==> src/rtl/joybus_tx.sv <==
// joybus_tx
//   Console-side Joybus command transmitter. Shifts out up to 24 command
//   bits MSB-first as pulse-width encoded cells on the open-drain bus, then
//   appends the console stop bit. When the frame ends it pulses rx_start,
//   which arms the companion receiver before the controller begins to reply.
//
// Ports
//   clk       in   system clock
//   rst       in   asynchronous, active-high reset
//   tx_start  in   single-cycle request, sampled only while idle
//   tx_data   in   [23:0] command bits, left-aligned (bit 23 sent first)
//   tx_len    in   [4:0] number of data bits, 0..24 (larger values clamp to 24)
//   JB_TX     out  line drive: 0 pulls the bus low, 1 releases it
//   tx_busy   out  high from the accepted start until the frame ends
//   tx_done   out  one-cycle pulse when the frame ends
//   rx_start  out  one-cycle pulse coincident with tx_done
module joybus_tx #(
    parameter int CYC_PER_US = 25
) (
    input  logic        clk,
    input  logic        rst,
    input  logic        tx_start,
    input  logic [23:0] tx_data,
    input  logic [4:0]  tx_len,
    output logic        JB_TX,
    output logic        tx_busy,
    output logic        tx_done,
    output logic        rx_start
);

    localparam int T1   = CYC_PER_US;
    localparam int T3   = 3 * CYC_PER_US;
    localparam int CELL = 4 * CYC_PER_US;
    localparam int CW   = $clog2(CELL);

    localparam logic [CW-1:0] T1_M1 = CW'(T1 - 1);
    localparam logic [CW-1:0] T3_M1 = CW'(T3 - 1);

    typedef enum logic [1:0] {
        S_IDLE,
        S_LOW,
        S_HIGH,
        S_STOP_LOW
    } state_t;

    state_t          r_state;
    logic [CW-1:0]   r_cnt;
    logic [4:0]      r_bits;
    logic [23:0]     r_shift;
    logic            r_jb_tx;
    logic            r_busy;
    logic            r_done;
    logic            r_rx_start;

    logic [4:0]      w_len;
    logic [CW-1:0]   w_low_m1;
    logic [CW-1:0]   w_high_m1;

    assign w_len = (tx_len > 5'd24) ? 5'd24 : tx_len;

    // The bit being sent stays at r_shift[23] through both of its phases; the
    // shift only happens at the end of the high phase.
    assign w_low_m1  = r_shift[23] ? T1_M1 : T3_M1;
    assign w_high_m1 = r_shift[23] ? T3_M1 : T1_M1;

    always_ff @(posedge clk or posedge rst) begin
        if (rst) begin
            r_state    <= S_IDLE;
            r_cnt      <= '0;
            r_bits     <= '0;
            r_shift    <= '0;
            r_jb_tx    <= 1'b1;
            r_busy     <= 1'b0;
            r_done     <= 1'b0;
            r_rx_start <= 1'b0;
        end else begin
            r_done     <= 1'b0;
            r_rx_start <= 1'b0;
            case (r_state)
                S_IDLE: begin
                    r_jb_tx <= 1'b1;
                    if (tx_start) begin
                        // Line goes low on the accepting edge so the first low
                        // cycle is the very next one.
                        r_shift <= tx_data;
                        r_bits  <= w_len;
                        r_cnt   <= '0;
                        r_jb_tx <= 1'b0;
                        r_busy  <= 1'b1;
                        r_state <= (w_len != 5'd0) ? S_LOW : S_STOP_LOW;
                    end
                end
                S_LOW: begin
                    if (r_cnt == w_low_m1) begin
                        r_cnt   <= '0;
                        r_jb_tx <= 1'b1;
                        r_state <= S_HIGH;
                    end else begin
                        r_cnt <= r_cnt + 1'b1;
                    end
                end
                S_HIGH: begin
                    if (r_cnt == w_high_m1) begin
                        r_cnt   <= '0;
                        r_shift <= {r_shift[22:0], 1'b0};
                        r_bits  <= r_bits - 1'b1;
                        r_jb_tx <= 1'b0;
                        r_state <= (r_bits == 5'd1) ? S_STOP_LOW : S_LOW;
                    end else begin
                        r_cnt <= r_cnt + 1'b1;
                    end
                end
                S_STOP_LOW: begin
                    if (r_cnt == T1_M1) begin
                        r_cnt      <= '0;
                        r_jb_tx    <= 1'b1;
                        r_busy     <= 1'b0;
                        r_done     <= 1'b1;
                        r_rx_start <= 1'b1;
                        r_state    <= S_IDLE;
                    end else begin
                        r_cnt <= r_cnt + 1'b1;
                    end
                end
                default: begin
                    r_cnt   <= '0;
                    r_jb_tx <= 1'b1;
                    r_busy  <= 1'b0;
                    r_state <= S_IDLE;
                end
            endcase
        end
    end

    assign JB_TX    = r_jb_tx;
    assign tx_busy  = r_busy;
    assign tx_done  = r_done;
    assign rx_start = r_rx_start;

endmodule
==> config.mk <==
export PLATFORM = sky130hd
export DESIGN_NAME = joybus_tx
export DESIGN_NICKNAME = d
export VERILOG_FILES = /design/src/rtl/joybus_tx.sv
export SDC_FILE = /design/constraint.sdc
export NUM_CORES = 1
export LEC_CHECK = 0
export ABC_CLOCK_PERIOD_IN_PS = 3000
export CORE_ASPECT_RATIO = 0.6
export CORE_MARGIN = 1.5
export CORE_UTILIZATION = 53
export CTS_BUF_LIST = sky130_fd_sc_hd__clkbuf_8 sky130_fd_sc_hd__clkbuf_16
export DETAILED_ROUTE_END_ITERATION = 8
export PLACE_DENSITY = 0.89
export SKIP_LAST_GASP = 1
export SYNTH_ARGS = -nofsm -noshare
export SYNTH_HDL_FRONTEND = slang
export SYNTH_SLANG_ARGS = --single-unit
==> constraint.sdc <==
create_clock -name clk -period 3 [get_ports clk]
set_clock_uncertainty 0.1 [all_clocks]
set_input_delay 0.6 -clock clk [delete_from_list [all_inputs] [get_ports clk]]
set_output_delay 0.6 -clock clk [all_outputs]
set_load 0.1 [all_outputs]
==> results.md <==
Status:
- The run finished with clean final reports.

Timing:
- Setup repair after global routing left no endpoint under its margin.
- The summed negative setup slack over all endpoints is 0 ps.
- The final hold violation count was 0.
- The final count of pins violating max slew is 0.
- For the finished layout, the period the worst path requires is roughly 2500 ps.
- Dividing the final minimum period by the clock period gives 82.4%.
- The post-route worst setup slack is 528 ps.
- The relative max-transition margin is 51.4%.
- The slew of the pin with the lowest slew margin is 728 ps.
- Setup violations remaining at the end of the flow were counted as 0.
- The achievable frequency is a little over 400 MHz.

Die:
- The horizontal extent of the die is roughly 86 um.
- The starting utilization of the core area is just under 60%.
- The area of the die is between 4000 and 5000 um^2.
- The area of the core is 3830 um^2.
- The die extent in y is 53 um.
- The I/O pin count is 36.
- The floorplan has 17 rows.

Placement:
- Timing analysis after detailed placement gives a worst setup slack of 579 ps.
- The detailed placement HPWL is 3.18 mm.
- The congestion estimate from routability-driven global placement came to 0.825.
- Buffers placed on the I/O ports in this run total 35.

Logic synthesis:
- The share of the synthesized area in the top cell type is between 40% and 50%.
- Of all flip-flops after synthesis, the portion carrying an async set or reset was 100%.
- In the post-synthesis netlist, the biggest area contributors are dfrtp_1 45%, mux2i_1 10%, a21oi_1 7.0%.
- In the synthesized netlist the dominant register cell turns out to be dfrtp_1.
- The number of nets in the synthesized netlist is 261.
- The count of mapped cells out of synthesis is ~230.
- The number of enable-type register cells in the synthesized netlist is 0.
- The summed instance area of the synthesized netlist is 2210 um^2.
- The number of unique standard cell types used by synthesis is between 40 and 50.
- The cell taking the most area after synthesis is dfrtp_1.
- The count of synthesis-stage warnings from yosys is 0.
- Counting flops and latches in the post-synthesis netlist gives 41.
- Summing the sequential cell areas from Yosys gives a little under half of the chip area.
- A synthesized cell averages 9.81 um^2.

Power and ir drop:
- The power density over the cells is just over 900 nW/um^2.
- The analysis attributes to cell leakage a power of around 1.3 nW.
- VDD sags by at most between 500 and 600 uV.

Final layout:
- Summing all multi-input logic gate instances after layout gives 1060 um^2.
- In the final layout, the share of cells above drive strength 1 is 8.95%.
- The sequential cell area is 1030 um^2.
- The growth of design area from synthesis to finish is 22.2%.
- The layout has 302 filler cells.
- The net count of the finished layout is between 200 and 300.
- The number of antenna diodes is 0.

Setup path:
- The highest-delay cell along the critical path is or4_1.
- Of all nets on the critical path, the largest fanout is 11.
- The arrival time at the worst endpoint is 2560 ps.
- At the worst endpoint, the required time is just over 3000 ps.
- In this run the worst setup path begins at r_cnt[0]$_DFFE_PP0P_.
- STA classifies the critical path startpoint as a register.
- The kind of cell adding the most delay to the critical path is simple AND/OR/NAND/NOR gates.
- The startpoint identified for the worst register-to-register timing path is r_cnt[0]$_DFFE_PP0P_.
- Traced cell by cell, the critical path runs through inv_1 -> ha_1 -> nand4b_1 -> or4_1 -> o32ai_2 -> nor4_1 -> a211o_1.
- The kind of end point of the critical path is a register.
- The largest single stage delay on the critical path is just over 500 ps.
- The count of buffering cells on the critical path with inverters included is 1.
- The path type of the worst setup path is register to register.

Clock tree:
- The CTS clock-pin slew for the worst setup and hold paths is 80 ps.
- TritonCTS built the clock tree.
- The tree is rooted in a clkbuf_8.
- After clock tree synthesis, the repair step resized 0 gates.
- CTS built an H-tree with a depth of 2.
- The post-CTS setup-driven buffer insertion count is 0.
- The longest clock path from root to sink contains 2 buffers.
- The number of buffers added by the clock tree synthesis step is 5.
- The count of clock tree sinks is 41.
- The number of hold-repair buffers added at the cts stage is 0.
- The clock latency on the worst-skew pair is 300 ps.

Global routing:
- The global-route wire length before repair is 7.48 mm.
- The via count of the first global-routing pass is 1622.
- The total grt overflow is 0.
- The number of antenna violations at the first check in global routing is 0.
- Entering global routing, the biggest net connects 42 pins.
- Global routing consumed, over all layers together, 21.6% of the routing resources.

Hold path:
- The origin of the worst min-delay path is r_shift[4]$_DFFE_PP0P_.
- In this run the worst hold path is classified as register to register.

Route:
- The post-route antenna net violation count is 0.
- The routed length per placed instance is 14.6 um.
- The total DRC errors in the routed layout is 0.
- The first detailed-routing pass took 4 iterations.
- The final route contains 1747 vias.
- The number of DRC markers in iteration 0 is 198.
- Wires add up to 4.43 mm.
- The ratio of routed vias to standard cells is about 5.7.

Flow run:
- The max-cap violation count is 0.
-- sequential cells by signal, indices dropped and copies added (netlist names) --
signal and cells:
r_cnt 7, r_shift 24, r_bits 5, JB_TX 1, r_state 2, rx_start 1, tx_busy 1
-- Yosys cell counts (2+ instances only) --
master	instances
nor3b_1	4
o31a_1	2
a21oi_1	31
o21ai_1	2
clkbuf_1	3
nor4b_1	3
dfrtp_1	40
mux2i_1	22
nand2_1	6
nand3_1	4
o31ai_1	4
o21ai_0	3
buf_6	3
buf_2	6
a22o_1	6
buf_4	2
a21o_1	3
ha_1	4
nand4b_1	2
nor2_1	36
nor3_1	7
a211o_1	2
inv_1	10
-- area by class of cell --
class / instances / share of cell area, %
timing repair buffer: 39 / 14.2
clock buffer: 5 / 2.55
tap: 47 / 2.18
clock inverter: 3 / 2.41
multi-input combinational: 159 / 39.2
sequential: 41 / 38.1
inverter: 10 / 1.39
-- worst min-delay path, stage by stage (launching register included) --
cell     delay (ps)
dfrtp_1         350
nor2_1           50
a21oi_1         100
-- placed cells by master, fill, tap and decap left out, types with 3 or more instances in the layout --
cell type | netlist | final
a21o_1 | 3 | 3
a21oi_1 | 31 | 31
a22o_1 | 6 | 6
buf_4 | 2 | 7
clkbuf_8 | 0 | 5
clkdlybuf4s50_1 | 0 | 31
dfrtp_1 | 40 | 40
ha_1 | 4 | 4
inv_1 | 10 | 10
mux2i_1 | 22 | 22
nand2_1 | 6 | 5
nand3_1 | 4 | 4
nor2_1 | 36 | 36
nor3_1 | 7 | 7
nor3b_1 | 4 | 4
nor4b_1 | 3 | 3
o21ai_0 | 3 | 3
o31ai_1 | 4 | 4
-- metrics by stage --
stage | power [mW] | area [um^2] | hold slack, ps | utilization [%] | std cells
floorplan | 1.76 | 2210 | 393 | - | 225
global placement | 1.93 | 2560 | 407 | 67.0 | 296
detailed placement | 1.99 | 2560 | 415 | 67.0 | 296
CTS | 2.52 | 2700 | 433 | 70.5 | 304
global route | 2.68 | 2700 | 458 | 70.5 | 304
finish | 2.51 | 2700 | 428 | 70.5 | 304
-- per-layer routing --
metal	wire [um]	GRT usage, %	vias to the layer above
li1	-	-	874
met1	2190	31.0	812
met2	1920	32.8	59
met3	312	5.62	2
met4	4	4.84	0
met5	0	0	-
-- kinds of logic after synthesis --
kind of cell | Yosys count | synth area share [%]
buffers and inverters | 25 | 6.01
adders and majority gates | 4 | 2.27
DFF | 41 | 46.5
AOI/OAI and AO/OA | 63 | 19.3
and+or+nand+nor | 70 | 16.0
muxes | 22 | 9.97
-- power by group --
group	internal, mW	switching (mW)	total (mW)
Clock	0.330	0.193	0.523
Sequential	0.819	0.251	1.07
Combinational	0.411	0.508	0.919
Total	1.56	0.952	2.51
-- worst paths after layout --
kind	cells past startpoint	slack [ps]	end
min in group asynchronous	3	620	r_shift[13]$_DFFE_PP0P_
max reg2reg	7	530	r_cnt[5]$_DFFE_PP0P_
max	7	530	r_cnt[5]$_DFFE_PP0P_
min reg2reg	2	430	r_shift[4]$_DFFE_PP0P_
max in group asynchronous	3	1820	JB_TX$_DFFE_PP1P_
min	2	430	r_shift[4]$_DFFE_PP0P_
No activity file was read; power rests on OpenSTA's default activity.
